===== config.mk =====
export PLATFORM = sky130hd
export DESIGN_NAME = nf10_axis_memcached_streamout_flat
export DESIGN_NICKNAME = d
export VERILOG_FILES = /design/src/rtl/nf10_axis_memcached_streamout_pkg.sv /design/src/rtl/nf10_axis_memcached_streamout_if.sv /design/src/rtl/nf10_axis_memcached_streamout_outreg.sv /design/src/rtl/nf10_axis_memcached_streamout.sv /design/src/flat_wrapper.sv
export SDC_FILE = /design/constraint.sdc
export NUM_CORES = 1
export LEC_CHECK = 0
export CAP_MARGIN = 20
export CORE_MARGIN = 3
export CORE_UTILIZATION = 60
export CTS_BUF_LIST = sky130_fd_sc_hd__clkbuf_16
export CTS_CLUSTER_DIAMETER = 80
export DETAILED_ROUTE_END_ITERATION = 8
export DONT_BUFFER_PORTS = 1
export PLACE_DENSITY_LB_ADDON = 0.08
export SYNTH_ARGS = -nofsm -noshare
export SYNTH_HDL_FRONTEND = slang
export SYNTH_SLANG_ARGS = --single-unit

===== constraint.sdc =====
create_clock -name ACLK -period 7.2 [get_ports ACLK]
set_input_delay 0.36 -clock ACLK [delete_from_list [all_inputs] [get_ports ACLK]]
set_output_delay 0.36 -clock ACLK [all_outputs]
set_load 0.02 [all_outputs]

===== src/rtl/nf10_axis_memcached_streamout_pkg.sv =====
// Shared types and constants for the memcached stream-out drain stage.
// Latency: n/a (declarations only).
// Backpressure: n/a.
// Contents: FSM state encoding, AXIS widths, all-bytes TSTRB constant and a
// popcount helper used for the optional TUSER byte length
// (macro NF10_MEMCACHED_STREAMOUT_TUSER_EN).
package nf10_axis_memcached_pkg;

  localparam int AXIS_DATA_W  = 64;
  localparam int AXIS_STRB_W  = 8;
  localparam int AXIS_TUSER_W = 128;

  localparam logic [AXIS_STRB_W-1:0] TSTRB_ALL = 8'hFF;

  typedef enum logic [1:0] {
    S_IDLE  = 2'd0,
    S_FETCH = 2'd1,
    S_RUN   = 2'd2,
    S_DRAIN = 2'd3
  } state_t;

  function automatic logic [3:0] popcount8(input logic [7:0] v);
    logic [3:0] n;
    n = 4'd0;
    for (int i = 0; i < 8; i++) begin
      n = n + {3'b000, v[i]};
    end
    return n;
  endfunction

endpackage


===== src/rtl/nf10_axis_memcached_streamout_if.sv =====
// Bundle of the start request, buffer read port and AXIS master signals.
// Latency: n/a (wires only).
// Backpressure: n/a; M_AXIS_TREADY travels slave -> master.
// Modports: master = the stream-out block, slave = controller/buffer/sink side.
// With NF10_MEMCACHED_STREAMOUT_TUSER_EN defined, start_tuser and
// M_AXIS_TUSER are added.
interface nf10_axis_memcached_streamout_if #(
  parameter int WC_WIDTH = 8
);
  import nf10_axis_memcached_pkg::*;

  logic                    start;
  logic                    start_ready;
  logic [WC_WIDTH:0]       start_wc;
  logic [AXIS_STRB_W-1:0]  start_last_strb;
  logic                    done;
  logic [WC_WIDTH-1:0]     rd64_addr;
  logic [AXIS_DATA_W-1:0]  rd64_data;
  logic [AXIS_DATA_W-1:0]  M_AXIS_TDATA;
  logic [AXIS_STRB_W-1:0]  M_AXIS_TSTRB;
  logic                    M_AXIS_TLAST;
  logic                    M_AXIS_TVALID;
  logic                    M_AXIS_TREADY;
`ifdef NF10_MEMCACHED_STREAMOUT_TUSER_EN
  logic [AXIS_TUSER_W-1:0] start_tuser;
  logic [AXIS_TUSER_W-1:0] M_AXIS_TUSER;

  modport master (
    input  start, start_wc, start_last_strb, start_tuser, rd64_data, M_AXIS_TREADY,
    output start_ready, done, rd64_addr,
           M_AXIS_TDATA, M_AXIS_TSTRB, M_AXIS_TLAST, M_AXIS_TVALID, M_AXIS_TUSER
  );
  modport slave (
    output start, start_wc, start_last_strb, start_tuser, rd64_data, M_AXIS_TREADY,
    input  start_ready, done, rd64_addr,
           M_AXIS_TDATA, M_AXIS_TSTRB, M_AXIS_TLAST, M_AXIS_TVALID, M_AXIS_TUSER
  );
`else
  modport master (
    input  start, start_wc, start_last_strb, rd64_data, M_AXIS_TREADY,
    output start_ready, done, rd64_addr,
           M_AXIS_TDATA, M_AXIS_TSTRB, M_AXIS_TLAST, M_AXIS_TVALID
  );
  modport slave (
    output start, start_wc, start_last_strb, rd64_data, M_AXIS_TREADY,
    input  start_ready, done, rd64_addr,
           M_AXIS_TDATA, M_AXIS_TSTRB, M_AXIS_TLAST, M_AXIS_TVALID
  );
`endif

endinterface


===== src/rtl/nf10_axis_memcached_streamout_outreg.sv =====
// AXIS output register: captures one beat on i_load, drops valid on handshake.
// Latency: 1 cycle from i_load to o_valid/o_data.
// Backpressure: holds data/strb/last stable while o_valid & !i_ready.
// Ports: clk/rst, i_load + beat fields in, i_ready from sink,
// o_valid/o_data/o_strb/o_last (+o_tuser with NF10_MEMCACHED_STREAMOUT_TUSER_EN).
module nf10_axis_memcached_streamout_outreg
  import nf10_axis_memcached_pkg::*;
(
  input  logic                   clk,
  input  logic                   rst,
  input  logic                   i_load,
  input  logic [AXIS_DATA_W-1:0] i_data,
  input  logic [AXIS_STRB_W-1:0] i_strb,
  input  logic                   i_last,
  input  logic                   i_ready,
  output logic                   o_valid,
  output logic [AXIS_DATA_W-1:0] o_data,
  output logic [AXIS_STRB_W-1:0] o_strb,
  output logic                   o_last
`ifdef NF10_MEMCACHED_STREAMOUT_TUSER_EN
  ,
  input  logic [AXIS_TUSER_W-1:0] i_tuser,
  output logic [AXIS_TUSER_W-1:0] o_tuser
`endif
);

  logic                   r_valid;
  logic [AXIS_DATA_W-1:0] r_data;
  logic [AXIS_STRB_W-1:0] r_strb;
  logic                   r_last;

  // The caller only asserts i_load when the register is empty or draining
  // this cycle, so a load never overwrites an unaccepted beat.
  always_ff @(posedge clk or posedge rst) begin
    if (rst) begin
      r_valid <= 1'b0;
      r_data  <= '0;
      r_strb  <= '0;
      r_last  <= 1'b0;
    end else if (i_load) begin
      r_valid <= 1'b1;
      r_data  <= i_data;
      r_strb  <= i_strb;
      r_last  <= i_last;
    end else if (i_ready) begin
      r_valid <= 1'b0;
      r_last  <= 1'b0;
    end
  end

`ifdef NF10_MEMCACHED_STREAMOUT_TUSER_EN
  logic [AXIS_TUSER_W-1:0] r_tuser;
  always_ff @(posedge clk or posedge rst) begin
    if (rst) begin
      r_tuser <= '0;
    end else if (i_load) begin
      r_tuser <= i_tuser;
    end
  end
  assign o_tuser = r_tuser;
`endif

  assign o_valid = r_valid;
  assign o_data  = r_data;
  assign o_strb  = r_strb;
  assign o_last  = r_last;

endmodule


===== src/rtl/nf10_axis_memcached_streamout.sv =====
// Drains words 0..WC-1 of the packet buffer as one 64-bit AXIS packet per start.
// Latency: start accepted in cycle 0 -> first TVALID in cycle 2, then 1 beat/cycle.
// Backpressure: TREADY low holds the output beat and the buffer read address.
// Ports: ACLK/ARESET (async, active-high); bus (master modport) carries
// start/start_ready/start_wc/start_last_strb/done, rd64_addr/rd64_data and
// M_AXIS_*. Optional TUSER via macro NF10_MEMCACHED_STREAMOUT_TUSER_EN.
module nf10_axis_memcached_streamout
  import nf10_axis_memcached_pkg::*;
#(
  parameter int WC_MAX   = 190,
  parameter int WC_WIDTH = 8
) (
  input  logic ACLK,
  input  logic ARESET,
  nf10_axis_memcached_streamout_if.master bus
);

  localparam logic [WC_WIDTH:0]   WC_MAX_C  = (WC_WIDTH+1)'(WC_MAX);
  localparam logic [WC_WIDTH-1:0] ADDR_LAST = WC_WIDTH'(WC_MAX - 1);

  state_t                 r_state;
  state_t                 w_state_nxt;
  logic [WC_WIDTH-1:0]    r_idx;       // index of the word now on rd64_data
  logic [WC_WIDTH:0]      r_wc;
  logic [AXIS_STRB_W-1:0] r_strb;
  logic                   r_zero_done;

  logic [WC_WIDTH-1:0]    w_addr;
  logic [WC_WIDTH:0]      w_eff_wc;
  logic [AXIS_STRB_W-1:0] w_eff_strb;
  logic                   w_accept;
  logic                   w_fill;
  logic                   w_load;
  logic                   w_is_last;
  logic                   w_valid;
  logic                   w_last;
  logic                   w_hs;

  assign w_accept   = bus.start & (r_state == S_IDLE);
  assign w_eff_wc   = (bus.start_wc > WC_MAX_C) ? WC_MAX_C : bus.start_wc;
  assign w_eff_strb = (bus.start_last_strb == '0) ? TSTRB_ALL : bus.start_last_strb;

  // FETCH and RUN are exactly the states with words still to load.
  assign w_fill    = (r_state == S_FETCH) | (r_state == S_RUN);
  assign w_load    = (~w_valid | bus.M_AXIS_TREADY) & w_fill;
  assign w_is_last = ({1'b0, r_idx} == (r_wc - 1'b1));
  assign w_hs      = w_valid & bus.M_AXIS_TREADY;

  always_comb begin
    w_state_nxt = r_state;
    w_addr      = r_idx;
    case (r_state)
      S_IDLE: begin
        w_addr = '0;
        if (w_accept && (w_eff_wc != '0)) begin
          w_state_nxt = S_FETCH;
        end
      end
      S_FETCH, S_RUN: begin
        if (w_load) begin
          // Point the buffer at the next word; never step past the last slot.
          if (r_idx != ADDR_LAST) begin
            w_addr = r_idx + 1'b1;
          end
          w_state_nxt = w_is_last ? S_DRAIN : S_RUN;
        end
      end
      S_DRAIN: begin
        if (w_hs && w_last) begin
          w_state_nxt = S_IDLE;
        end
      end
      default: w_state_nxt = S_IDLE;
    endcase
  end

  always_ff @(posedge ACLK or posedge ARESET) begin
    if (ARESET) begin
      r_state     <= S_IDLE;
      r_idx       <= '0;
      r_wc        <= '0;
      r_strb      <= '0;
      r_zero_done <= 1'b0;
    end else begin
      r_state     <= w_state_nxt;
      r_idx       <= w_addr;
      r_zero_done <= w_accept && (w_eff_wc == '0);
      if (w_accept) begin
        r_wc   <= w_eff_wc;
        r_strb <= w_eff_strb;
      end
    end
  end

`ifdef NF10_MEMCACHED_STREAMOUT_TUSER_EN
  logic [AXIS_TUSER_W-1:0] r_tuser;
  logic [15:0]             w_len;

  // Byte length: full words before the last plus the bytes of the last one.
  assign w_len = ((16'(w_eff_wc) - 16'd1) << 3) + 16'(popcount8(w_eff_strb));

  always_ff @(posedge ACLK or posedge ARESET) begin
    if (ARESET) begin
      r_tuser <= '0;
    end else if (w_accept) begin
      r_tuser <= {bus.start_tuser[AXIS_TUSER_W-1:16],
                  (bus.start_tuser[15:0] == 16'd0) ? w_len : bus.start_tuser[15:0]};
    end
  end
`endif

  nf10_axis_memcached_streamout_outreg u_outreg (
    .clk     (ACLK),
    .rst     (ARESET),
    .i_load  (w_load),
    .i_data  (bus.rd64_data),
    .i_strb  (w_is_last ? r_strb : TSTRB_ALL),
    .i_last  (w_is_last),
    .i_ready (bus.M_AXIS_TREADY),
    .o_valid (w_valid),
    .o_data  (bus.M_AXIS_TDATA),
    .o_strb  (bus.M_AXIS_TSTRB),
    .o_last  (w_last)
`ifdef NF10_MEMCACHED_STREAMOUT_TUSER_EN
    ,
    .i_tuser ((r_idx == '0) ? r_tuser : '0),
    .o_tuser (bus.M_AXIS_TUSER)
`endif
  );

  assign bus.M_AXIS_TVALID = w_valid;
  assign bus.M_AXIS_TLAST  = w_last;
  assign bus.rd64_addr     = w_addr;
  assign bus.start_ready   = (r_state == S_IDLE);
  assign bus.done          = r_zero_done | ((r_state == S_DRAIN) & w_hs & w_last);

endmodule

===== src/flat_wrapper.sv =====
// flat-port wrapper written by rule: the top's interface ports become plain ports
module nf10_axis_memcached_streamout_flat import nf10_axis_memcached_pkg::*;
#(
  parameter int WC_MAX   = 190,
  parameter int WC_WIDTH = 8
)
  (ACLK, ARESET, bus_start, bus_start_wc, bus_start_last_strb, bus_rd64_data, bus_M_AXIS_TREADY, bus_start_ready, bus_done, bus_rd64_addr, bus_M_AXIS_TDATA, bus_M_AXIS_TSTRB, bus_M_AXIS_TLAST, bus_M_AXIS_TVALID);
  nf10_axis_memcached_streamout_if #(.WC_WIDTH(WC_WIDTH)) bus_i ();
  input  logic ACLK;
  input  logic ARESET;
  input wire logic [$bits(bus_i.start)-1:0] bus_start;
  input wire logic [$bits(bus_i.start_wc)-1:0] bus_start_wc;
  input wire logic [$bits(bus_i.start_last_strb)-1:0] bus_start_last_strb;
  input wire logic [$bits(bus_i.rd64_data)-1:0] bus_rd64_data;
  input wire logic [$bits(bus_i.M_AXIS_TREADY)-1:0] bus_M_AXIS_TREADY;
  output wire logic [$bits(bus_i.start_ready)-1:0] bus_start_ready;
  output wire logic [$bits(bus_i.done)-1:0] bus_done;
  output wire logic [$bits(bus_i.rd64_addr)-1:0] bus_rd64_addr;
  output wire logic [$bits(bus_i.M_AXIS_TDATA)-1:0] bus_M_AXIS_TDATA;
  output wire logic [$bits(bus_i.M_AXIS_TSTRB)-1:0] bus_M_AXIS_TSTRB;
  output wire logic [$bits(bus_i.M_AXIS_TLAST)-1:0] bus_M_AXIS_TLAST;
  output wire logic [$bits(bus_i.M_AXIS_TVALID)-1:0] bus_M_AXIS_TVALID;
  assign bus_i.start = bus_start;
  assign bus_i.start_wc = bus_start_wc;
  assign bus_i.start_last_strb = bus_start_last_strb;
  assign bus_i.rd64_data = bus_rd64_data;
  assign bus_i.M_AXIS_TREADY = bus_M_AXIS_TREADY;
  assign bus_start_ready = bus_i.start_ready;
  assign bus_done = bus_i.done;
  assign bus_rd64_addr = bus_i.rd64_addr;
  assign bus_M_AXIS_TDATA = bus_i.M_AXIS_TDATA;
  assign bus_M_AXIS_TSTRB = bus_i.M_AXIS_TSTRB;
  assign bus_M_AXIS_TLAST = bus_i.M_AXIS_TLAST;
  assign bus_M_AXIS_TVALID = bus_i.M_AXIS_TVALID;
  nf10_axis_memcached_streamout #(.WC_MAX(WC_MAX), .WC_WIDTH(WC_WIDTH)) u_core (.ACLK(ACLK), .ARESET(ARESET), .bus(bus_i));
endmodule

Yosys cells after proc, flatten, opt, wreduce, memory -nomap -nowiden
Cells that the tools add are included.
{"block": "op_classes", "addsub": 2, "order_cmp": 1, "eq_ne": 8, "n_mux": 14, "bitwise_logic": 9, "n_reduce_logical": 10}
{"op": "two-way mux 8 bit", "count": 4}
{"op": "case mux 8 bit (2 select lines)", "count": 1}
{"op": "equality test 8 x 9 -> 1 bit", "count": 1}
{"op": "> comparator 9 x 8 -> 1 bit, second input constant", "count": 1}
{"op": "logical NOT 9 bit", "count": 1}
{"op": "two-way mux 9 bit", "count": 1}
{"op": "nonzero test 9 bit", "count": 1}
{"op": "subtractor 9 x 1 -> 9 bit, second input constant", "count": 1}
{"op": "adder 8 x 1 -> 8 bit, second input constant", "count": 1}
{"op": "logical NOT 8 bit", "count": 1}
{"op": "!= test 8 bit, second input constant", "count": 1}
{"op": "two-way mux 2 bit", "count": 3}
{"op": "case mux 2 bit (3 select lines)", "count": 1}
{"op": "bitwise AND 1 bit", "count": 5}
{"op": "equality test 2 bit, second input constant", "count": 2}
{"op": "two-way mux 1 bit", "count": 4}
{"op": "!= test 2 x 1 -> 1 bit, second input constant", "count": 2}
{"op": "logical AND 1 bit", "count": 3}
{"op": "bitwise OR 1 bit", "count": 3}
{"op": "AND reduction 3 bit", "count": 1}
{"op": "equality test 2 x 1 -> 1 bit, second input constant", "count": 1}
{"op": "logical NOT 2 bit", "count": 1}
{"op": "!= test 2 bit, second input constant", "count": 1}
{"op": "nonzero test 2 bit", "count": 1}
{"op": "2 further kinds", "count": 2}
{"block": "totals", "regBits": 102, "output_inout_bits": 84, "wordCells": 53}

Logic depth before layout (Yosys ltp)
Gate-level depths: netlist of the first run.
{"block": "depth", "depth_word": 6, "mapped_depth": 9, "mapped_depth_nobuf": 7}

By module
Synthesis of the first run repeated with hierarchy kept, for this count alone.
{"block": "unflattened", "cells_unflattened": 349, "hier_area_um2": 4710.8}
{"module": "nf10_axis_memcached_streamout_outreg", "n_inst": 1, "cells_per_inst": 159, "area_per_inst_um2": 2917.8, "seq_area_each_um2": 1851.8}
{"module": "nf10_axis_memcached_streamout", "n_inst": 1, "cells_per_inst": 190, "area_per_inst_um2": 1793.0, "seq_area_each_um2": 700.7}

Worst setup path after synthesis of the first run
Ideal clock, no wire load.
{"block": "synth_timing", "kind": "register to output", "start": "register u_core.r_state[0]", "end": "output port bus_rd64_addr[7]", "t_arrival_ns": 2.123, "slack_ns": 4.717, "stages_incl_launch_ff": 8, "path_cell_list": "dfrtp_1 > inv_1 > ha_1 > buf_4 > clkinv_1 > nor3_1 > nand3_1 > o31ai_1"}
{"block": "synth_via", "elab_chain_cells": 5}
{"item": "start: declaration", "line": "nf10_axis_memcached_streamout.sv:21", "text": "state_t r_state;"}
{"item": "start signal: assignment", "line": "nf10_axis_memcached_streamout.sv:85", "text": "r_state <= w_state_nxt;"}
{"item": "equality test 2 x 1 -> 1 bit / equality test 2 bit (equally long branches)", "line": "nf10_axis_memcached_streamout.sv:44, nf10_axis_memcached_streamout.sv:52"}
{"item": "bitwise OR 1 bit", "line": "nf10_axis_memcached_streamout.sv:44", "text": "assign w_fill = (r_state == S_FETCH) | (r_state == S_RUN);"}
{"item": "bitwise AND 1 bit", "line": "nf10_axis_memcached_streamout.sv:45", "text": "assign w_load = (~w_valid | bus.M_AXIS_TREADY) & w_fill;"}
{"item": "two-way mux 8 bit", "line": "nf10_axis_memcached_streamout.sv:60", "text": "if (w_load) begin"}
{"item": "case mux 8 bit (2 select lines) (*)", "line": "nf10_axis_memcached_streamout.sv:52", "text": "case (r_state)"}
{"item": "end: declaration", "line": "flat_wrapper.sv:18", "text": "output wire logic [$bits(bus_i.rd64_addr)-1:0] bus_rd64_addr;"}
Mark *: on every way between the ends. The rest lies on a longest branch, timed or not.

Worst setup path after layout of the first run
{"block": "layout_timing", "start": "register u_core.r_state[0]", "end": "output port bus_rd64_addr[3]"}
The elaborated chain is that of the path after synthesis.

==> run metrics, run 1 <==
status completed; reg2reg start u_core.r_state[0]; Tcrit/Tclk final 0.506; register area share after synthesis 0.568; critical path class reg -> out; P_leak 2.33 nW; placed cells 566; vias per cell 5.70; sequential share of power 0.487; First-pass DRT Iterations 5; DRT iter0 DRCs 237; worst rel slew slack 0.340; R2R Setup Slk 4.15 ns; EDFF count, synth 0; Synth cell types 51; Avg Cell Area, Syn 9.13 µm²; WHS Path Cells 2; switching part of the total 0.466; Post-Layout Cell Count 584; I/O Pins 169; global route total overflow 0; I/O Buffers 0; CTS H-tree lvls 3; vias in the first global route 3257; residual DRC count 0; vias post-DR 3326; pin count of the biggest net entering global routing 77; area delta synth->final 7.94%; Net Count, Synth 583; initial antenna violation count 0; Critical Path Start Type flop; Worst-Margin Slew 0.989 ns; clock latency on the worst-skew pair 0.34 ns; share of cells above drive strength 1 0.0635; total negative slack 0 ns; Async SR Flop Fraction 1.00; Gate Count Post-Synth 492; DP HPWL 7.38 mm; VDD IR max 0.206 mV; Logic pwr share 0.338; Routed WL 9.97 mm; worst hold endpoint u_core.u_outreg.o_data[53]; Seq cells post-synth 102; CTS tree built; worst hold path class in -> reg; Mapped Area 0.00449 mm²; Final Setup Violations 0; capture point of the worst reg-to-reg path u_core.r_idx[3]; die footprint 0.00856 mm²; clock share of power 0.175; Fill cells 578; post-CTS sizing 0; Avg WL per Cell 17.1 µm; Setup Skew 0.00758 ns; RD Place Congestion 0.939; pwr dens 523 mW/mm²; Initial Util 0.640; Synth top area share 0.568; TritonCTS Buffers 9; clock transition at the registers of the reported paths 0.07 ns; core area 0.00702 mm²; first-pass GRT wire length 16.3 mm; Horiz. Die Dim 92.5 µm; Synth area leader dfrtp_1; WP data arrival 3.28 ns; R2R depth 8; multi-input combinational cell area 0.00182 mm²; achievable clock frequency 275 MHz; ANT cells 0; Worst setup EP type output port; CTS Sinks 102; final-report hold violation count 0; Switch Pwr 1.18 mW; P_int 1.35 mW; Tot Pwr 2.54 mW; Synth Flop Type dfrtp_1; fin. max-slew vios 0; worst path required time 6.84 ns; Die H 92.5 µm; ANT nets after route 0; Root Driver clkbuf_16; RSZ-0062 raised after global routing false; final critical-path required period 3.64 ns; Synth area leaders dfrtp_1 (57%), nand2_1 (18%), o22a_1 (2.7%); Final nets 575; final core occ 0.691; Max Root-Sink Buffers 2; CP max FO 76; Reg area 0.00255 mm²; Rows 30; Synth Warn # 0; Hold Startpoint bus_rd64_data[53]; max_cap viols 0; total global-route track usage 0.240
stage by stage:
| stage | cell area (µm²) | setup WS, ns | hold slack, ns |
|---|---|---|---|
| floorplan | 4490 | 4.16 | 0.465 |
| global placement | 4540 | 4.08 | 0.321 |
| detailed placement | 4540 | 3.96 | 0.321 |
| CTS | 4820 | 3.61 | 0.121 |
| global route | 4850 | 3.35 | 0.118 |
| finish | 4850 | 3.56 | 0.127 |
state kept, by name (all words and copies together), names as in the netlist:
name and cells:
u_core.r_strb 8, u_core.r_wc 9, u_core.u_outreg.o_last 1, u_core.r_idx 8
u_core.u_outreg.o_strb 8, u_core.u_outreg.o_data 64, u_core.r_zero_done 1, u_core.r_state 2
u_core.u_outreg.o_valid 1
cells in the final DEF, fill, tap and decap left out, types with 3 or more instances in the layout:
cell	n
nor3_1	5
nand2b_1	5
nor2b_1	3
nand4_1	4
o22a_1	14
o21ai_0	5
clkinvlp_4	3
dfrtp_1	102
a41oi_1	3
a21oi_1	10
inv_1	7
xnor2_1	6
nand2_1	210
nor2_1	25
nand3_1	10
a31oi_1	10
clkbuf_16	9
ha_1	6
power groups by stage:
stage          clock [mW]  sequential (mW)  combinational (mW)
3_5_place_dp            0             1.25               0.842
3_3_place_gp            0             1.24               0.805
5_1_grt             0.480             1.27               0.990
4_1_cts             0.451             1.24               0.848
2_1_floorplan           0             1.18               0.705
6_report            0.444             1.23               0.858
cell type report:
type,count,share of cell area
Multi-Input combinational cell,357,0.375
Sequential cell,102,0.527
Clock inverter,6,0.00981
Clock buffer,9,0.0465
Inverter,9,0.00749
Tap cell,96,0.0248
Timing Repair Buffer,5,0.0103
critical path, stage by stage (launching register included):
cell,delay (ns)
dfrtp_1,0.40
inv_1,0.06
ha_1,0.44
clkinv_1,0.33
nor2_4,0.19
buf_4,0.60
nand3_1,0.28
a41oi_1,0.34
o22a_1,0.31
timing repair:
| item | 4_1_cts | 5_1_grt |
|---|---|---|
| setup buffers | 0 | 0 |
| hold endpoints to repair | 46 | 0 |
| hold buffers | 1 | 0 |
worst max path at each step:
stage / startpoint / cells past startpoint / to / slack (ns)
6_report: u_core.r_state[0] / 8 / bus_rd64_addr[3] / 3.56
5_1_grt: u_core.r_state[0] / 8 / bus_rd64_addr[3] / 3.35
4_1_cts: u_core.r_state[0] / 8 / bus_rd64_addr[3] / 3.61
3_5_place_dp: u_core.r_state[0] / 8 / bus_rd64_addr[3] / 3.96
3_3_place_gp: u_core.r_state[0] / 8 / bus_rd64_addr[3] / 4.08
2_1_floorplan: ARESET / 1 / u_core.r_idx[0] / 4.16
synthesized netlist by cell type (4+ instances only):
cell type,instances
inv_1,8
o21ai_0,5
nand3_1,10
nand2b_1,5
dfrtp_1,102
buf_2,4
a21oi_1,10
o22a_1,14
clkbuf_1,14
nor2_1,26
nand2_1,211
nand4_1,4
buf_1,5
a31oi_1,10
nor3_1,5
xnor2_1,6
ha_1,6
layer usage:
layer	vias to the layer above	global-route usage	share of wire
li1	1614	-	-
met4	0	0.0842	0.015
met5	-	0	0
met2	141	0.384	0.48
met3	13	0.0853	0.10
met1	1558	0.304	0.41
kinds of logic after synthesis:
| group | Yosys count | share of synthesized area |
|---|---|---|
| simple gates | 279 | 0.257 |
| mux | 2 | 0.00557 |
| compound gates | 62 | 0.107 |
| fa+ha+maj | 6 | 0.0167 |
| buf+inv | 33 | 0.0295 |
| flops | 102 | 0.568 |
| xor+xnor | 8 | 0.0156 |
No activity file was read; power rests on OpenSTA's default activity.
==> run 2, diff against run 1 <==
--- a/config.mk
+++ b/config.mk
@@ -5,9 +5,10 @@
 export SDC_FILE = /design/constraint.sdc
 export NUM_CORES = 1
 export LEC_CHECK = 0
+export ABC_AREA = 1
 export CAP_MARGIN = 20
 export CORE_MARGIN = 3
-export CORE_UTILIZATION = 60
+export CORE_UTILIZATION = 57
 export CTS_BUF_LIST = sky130_fd_sc_hd__clkbuf_16
 export CTS_CLUSTER_DIAMETER = 80
 export DETAILED_ROUTE_END_ITERATION = 8
==> constraint.sdc (replaced) <==
create_clock -name ACLK -period 3 [get_ports ACLK]
set_input_delay 0.15 -clock ACLK [delete_from_list [all_inputs] [get_ports ACLK]]
set_output_delay 0.15 -clock ACLK [all_outputs]
set_load 0.02 [all_outputs]
==> run metrics, run 2 <==
status completed; RSZ-0062 raised after global routing false; Gate Count Post-Synth 577 (+17%); share of cells above drive strength 1 0.0788 (+0.0153); final core occ 0.743 (+0.0528); CP max FO 31 (-59%); I/O Pins 169 (unchanged); Worst setup EP type output port; critical path class reg -> out; initial antenna violation count 0 (unchanged); vias per cell 5.46 (-4.1%); CTS H-tree lvls 3 (unchanged); Seq cells post-synth 102 (unchanged); clock transition at the registers of the reported paths 0.07 ns (about the same); final-report hold violation count 0 (unchanged); setup ws final 0.378 ns (-3.18 ns); DP HPWL 7.84 mm (+6.3%); worst rel slew slack 0.503 (+0.163); core area 0.00789 mm² (+12%); Rows 32 (+6.7%); Avg WL per Cell 16.3 µm (-4.3%); Horiz. Die Dim 96.9 µm (+4.7%); P_leak 2.98 nW (+28%); Async SR Flop Fraction 1.00 (unchanged); RD Place Congestion 0.893 (-4.9%); CTS Sinks 102 (unchanged); pwr dens 1130 mW/mm² (+120%); fin. max-slew vios 0 (unchanged); DRT iter0 DRCs 219 (-7.6%); Mapped Area 0.00470 mm² (+4.8%); TritonCTS Buffers 9 (unchanged); Reg area 0.00255 mm² (unchanged); Root Driver clkbuf_16; pin count of the biggest net entering global routing 74 (-3.9%); Setup Skew 0.00789 ns (+0.000306 ns); area delta synth->final 24.6%; worst path required time 2.85 ns (-3.99 ns); clock latency on the worst-skew pair 0.33 ns (about the same); vias post-DR 4160 (+25%); WP data arrival 2.47 ns (-0.81 ns); achievable clock frequency 381 MHz; total global-route track usage 0.273 (+0.0323); Tcrit/Tclk final 0.874; register area share after synthesis 0.543 (-0.0259); First-pass DRT Iterations 5 (unchanged); hold slack 0.00389 ns (-0.123 ns); final critical-path required period 2.62 ns; Synth top area share 0.543 (-0.0259); VDD IR max 0.614 mV (+200%); I/O Buffers 0 (unchanged); synth cell count leaders nand2_1 (266), dfrtp_1 (102), inv_1 (40), nand3_1 (34), nor2_1 (25); Synth Flop Type dfrtp_1; most frequent cells in the layout nand2_1 (265), dfrtp_1 (102), dlygate4sd3_1 (77), inv_1 (38), nand3_1 (34); commonest non-fill, non-tap cell in the layout nand2_1; die footprint 0.00938 mm² (+9.6%); Initial Util 0.596 (-0.0433); residual DRC count 0 (unchanged); global route total overflow 0 (unchanged); cts hold-fix bufs 77 (+76); Critical Path Start Type flop; Worst-Margin Slew 0.745 ns (-0.243 ns); Final nets 746 (+30%); Die H 96.9 µm (+4.7%); post-CTS sizing 0 (unchanged); Max Root-Sink Buffers 2 (unchanged); EDFF count, synth 0 (unchanged); total negative slack 0 ns (unchanged); ANT cells 0 (unchanged); max_cap viols 0 (unchanged); Routed WL 12.5 mm (+25%); ANT nets after route 0 (unchanged); CTS tree built; worst hold path class in -> reg; vias in the first global route 4262 (+31%); Avg Cell Area, Syn 8.15 µm² (-11%); Net Count, Synth 668 (+15%); Synth area leader dfrtp_1; Synth Warn # 0 (unchanged); most frequent cell after synthesis nand2_1; Fill cells 560 (-3.1%); placed cells 669 (+18%); post-CTS setup buffers 0 (unchanged); multi-input combinational cell area 0.00188 mm² (+3.7%); Synth area leaders dfrtp_1 (54%), nand2_1 (21%), nand3_1 (3.6%); DP Worst Slack 0.753 ns (-3.21 ns); Post-Layout Cell Count 762 (+30%); Synth cell types 36 (-29%); Final Setup Violations 0 (unchanged); max reg flops 64 (unchanged); first-pass GRT wire length 21.0 mm (+29%); R2R Setup Slk 0.79 ns (-3.36 ns)
run 2: cell types whose count changed after synthesis, moves of 5 or more:
cell and change:
inv_1 +32, nand2_1 +55, o22a_1 -14, nand2b_1 -5, nand3_1 +24, clkbuf_1 -10, o21ai_0 +17, a31oi_1 -8
inv_2 +5
run 2: logic make-up after synthesis:
group	Yosys count	synth area share
flops	102	0.543
buf+inv	64	0.0580
fa+ha+maj	6	0.0160
xor+xnor	4	0.00904
simple gates	356	0.322
compound gates	45	0.0527
run 2: power breakdown:
group          switching [mW]  leakage [nW]  internal [mW]
combinational            1.62          1.58          0.765
clock                   0.540         0.141          0.582
sequential               1.11          1.25           2.01
run 2: cell type report:
| type | count | share of cell area |
|---|---|---|
| flip-flops and latches | 102 | 0.435 |
| clock buffers | 9 | 0.0384 |
| multi-input cells | 411 | 0.321 |
| repair buffers | 86 | 0.143 |
| well taps | 102 | 0.0218 |
| clock inverters | 7 | 0.0113 |
| inverters | 45 | 0.0292 |
run 2: metal layers:
metal / part of all wire / vias up / track usage / wire length (µm)
met5: 0 / - / 0 / 0
met4: 0.036 / 0 / 0.116 / 444
met3: 0.089 / 41 / 0.0757 / 1110
met2: 0.49 / 226 / 0.451 / 6150
met1: 0.38 / 1932 / 0.336 / 4750
li1: - / 1961 / - / -
run 2: critical path, cell delays in order (launching register included):
cell and delay (ns):
dfrtp_1 0.39, inv_1 0.07, ha_1 0.41, nand2_2 0.13, inv_2 0.09, buf_4 0.29
nand2_1 0.17, nor3_1 0.15, o21ai_0 0.11, o31ai_1 0.11, buf_4 0.20
run 2: worst paths after layout:
check                                            start                         end  depth (start not counted)
worst min register to register        u_core.r_strb[4]            u_core.r_strb[4]                          2
worst min-delay path            bus_start_last_strb[4]            u_core.r_strb[4]                          2
max in group asynchronous                       ARESET  u_core.u_outreg.o_data[30]                          3
worst max-delay path                 u_core.r_state[1]            bus_rd64_addr[4]                         10
min in group asynchronous                       ARESET  u_core.u_outreg.o_data[14]                          2
worst max register to register       u_core.r_state[1]              u_core.r_wc[4]                          6
run 2: per-stage QoR:
| step | power (mW) | cell area, µm² |
|---|---|---|
| floorplan | 4.85 | 4700 |
| global placement | 5.28 | 4800 |
| detailed placement | 5.39 | 4800 |
| CTS | 6.62 | 5860 |
| global route | 7.18 | 5860 |
| finish | 6.64 | 5860 |
==> run 3, diff against run 2 <==
--- a/config.mk
+++ b/config.mk
@@ -16,4 +16,5 @@
 export PLACE_DENSITY_LB_ADDON = 0.08
 export SYNTH_ARGS = -nofsm -noshare
 export SYNTH_HDL_FRONTEND = slang
+export SYNTH_HIERARCHICAL = 1
 export SYNTH_SLANG_ARGS = --single-unit
==> run metrics, run 3 <==
status completed; CP max FO 7 (-77%); post-CTS setup buffers 0 (unchanged); final instance area 0.00587 mm² (+0.13%); Mapped Area 0.00469 mm² (-0.21%); first-pass GRT wire length 20.0 mm (-4.3%); ANT cells 0 (unchanged); Rows 32 (unchanged); Synth cell types 34 (-5.6%); worst hold path class in -> reg; register area share after synthesis 0.544 (+0.00116); Final Setup Violations 0 (unchanged); I/O Buffers 0 (unchanged); vias in the first global route 4112 (-3.5%); setup ws final 0.442 ns (+0.0645 ns); Routed WL 12.1 mm (-2.7%); I/O Pins 169 (unchanged); TritonCTS Buffers 9 (unchanged); critical path class reg -> out; RSZ-0062 raised after global routing false; Die H 96.8 µm (-0.10%); vias post-DR 4019 (-3.4%); Initial Util 0.598 (+0.00177); Synth area leaders dfrtp_1 (54%), nand2_1 (22%), inv_1 (3.2%); pwr dens 1230 mW/mm² (+8.7%); Seq cells post-synth 102 (unchanged); EDFF count, synth 0 (unchanged); Synth Warn # 6 (+6); Critical Path Start Type flop; pin count of the biggest net entering global routing 55 (-26%); placed cells 665 (-0.60%); WP data arrival 2.41 ns (-0.06 ns); Post-Layout Cell Count 760 (-0.26%); Max Root-Sink Buffers 2 (unchanged); commonest non-fill, non-tap cell in the layout nand2_1; Avg Cell Area, Syn 8.14 µm² (-0.21%); final critical-path required period 2.56 ns (-0.0645 ns); Async SR Flop Fraction 1.00 (unchanged); final-report hold violation count 0 (unchanged); Tot Pwr 7.22 mW (+8.8%); hold slack 0.0194 ns (+0.0155 ns); most frequent cell after synthesis nand2_1; total global-route track usage 0.263 (-0.00942); fin. max-slew vios 0 (unchanged); Tcrit/Tclk final 0.853 (-0.0215); CTS Sinks 102 (unchanged); final core occ 0.748 (+0.00475); Synth Flop Type dfrtp_1; Cell Area, Placed 0.00475 mm² (-1.1%); VDD IR max 0.544 mV (-11%); DRT iter0 DRCs 245 (+12%); Worst-Margin Slew 0.929 ns (+0.184 ns); most frequent cells in the layout nand2_1 (269), dfrtp_1 (102), dlygate4sd3_1 (81), inv_1 (39), nor2_1 (30); Horiz. Die Dim 96.8 µm (-0.10%); global route total overflow 0 (unchanged); worst rel slew slack 0.379 (-0.124); Worst setup EP type output port; residual DRC count 0 (unchanged); Synth top area share 0.544 (+0.00116); Gate Count Post-Synth 577 (unchanged); CTS tree built; Setup Skew 0.00549 ns (-0.00239 ns); clock latency on the worst-skew pair 0.34 ns (about the same); Final nets 746 (unchanged); synth cell count leaders nand2_1 (269), dfrtp_1 (102), inv_1 (40), nor2_1 (31); DP HPWL 7.67 mm (-2.2%); ANT nets after route 0 (unchanged); Avg WL per Cell 16.0 µm (-2.4%); Root Driver clkbuf_16; CTS H-tree lvls 3 (unchanged); die footprint 0.00936 mm² (-0.21%); P_leak 2.99 nW (+0.45%); worst path required time 2.85 ns (about the same); max_cap viols 0 (unchanged); DP Worst Slack 0.680 ns (-0.0730 ns); achievable clock frequency 391 MHz (+2.5%); core area 0.00785 mm² (-0.51%); clock transition at the registers of the reported paths 0.06 ns (about the same); Synth area leader dfrtp_1; share of cells above drive strength 1 0.0699 (-0.00888); area delta synth->final 25.1%; initial antenna violation count 0 (unchanged); max reg flops 64 (unchanged); Net Count, Synth 668 (unchanged); vias per cell 5.29 (-3.1%); RD Place Congestion 0.875 (-2.0%); First-pass DRT Iterations 4 (-1); total negative slack 0 ns (unchanged)
[run 3: path summary, 6_finish.rpt]
check	start	to	slack [ns]	cells past startpoint
max	u_core/r_state[0]	bus_rd64_addr[1]	0.44	10
min in group asynchronous	ARESET	u_core/r_idx[6]	0.37	2
min	bus_start_wc[8]	u_core/r_wc[6]	0.02	3
max in group asynchronous	ARESET	u_core/u_outreg/o_data[63]	1.59	3
max reg2reg	u_core/r_state[0]	u_core/r_idx[4]	0.69	8
min reg2reg	u_core/r_wc[8]	u_core/r_wc[8]	0.51	2
[run 3: kinds of logic after synthesis]
kind of cell | after synthesis | share of synthesized area
DFF | 102 | 0.544
adders and majority gates | 6 | 0.0160
xor gates and xnor gates | 6 | 0.0112
buffers and inverters | 67 | 0.0712
AOI/OAI and AO/OA | 47 | 0.0544
and+or+nand+nor | 349 | 0.304
[run 3: worst max-delay path: stages (launching register included)]
cell and delay, ns:
dfrtp_1 0.40, inv_1 0.06, ha_1 0.39, inv_1 0.12, nor2_1 0.23, nand2_1 0.09
clkinv_1 0.09, nand2_1 0.11, inv_2 0.09, o21ai_1 0.05, a21oi_1 0.42
[run 3: routing by layer]
metal  GRT usage  up-vias  share of wire
met5           0        -              0
met4       0.114        0          0.030
met3      0.0613       32          0.068
met2       0.450      142           0.51
met1       0.318     1913           0.39
li1            -     1932              -
[run 3: what timing repair did]
| action | 4_1_cts | 5_1_grt |
|---|---|---|
| hold endpoints to repair | 136 | 0 |
| hold buffers | 81 | 0 |
| gates resized for setup | 0 | 0 |
[run 3: final cells by class]
type / count / area, µm²
Clock buffer: 9 / 225
Fill cell: 567 / 1980
Tap cell: 102 / 128
Sequential cell: 102 / 2550
Inverter: 47 / 176
Multi-Input combinational cell: 408 / 1820
Clock inverter: 5 / 85.1
Timing Repair Buffer: 87 / 888
[run 3: power breakdown]
| part | switching [mW] | leakage, nW | internal (mW) |
|---|---|---|---|
| sequential | 1.14 | 1.24 | 2.06 |
| clock | 0.491 | 0.148 | 0.726 |
| combinational | 1.91 | 1.60 | 0.897 |
| total | 3.54 | 2.99 | 3.68 |
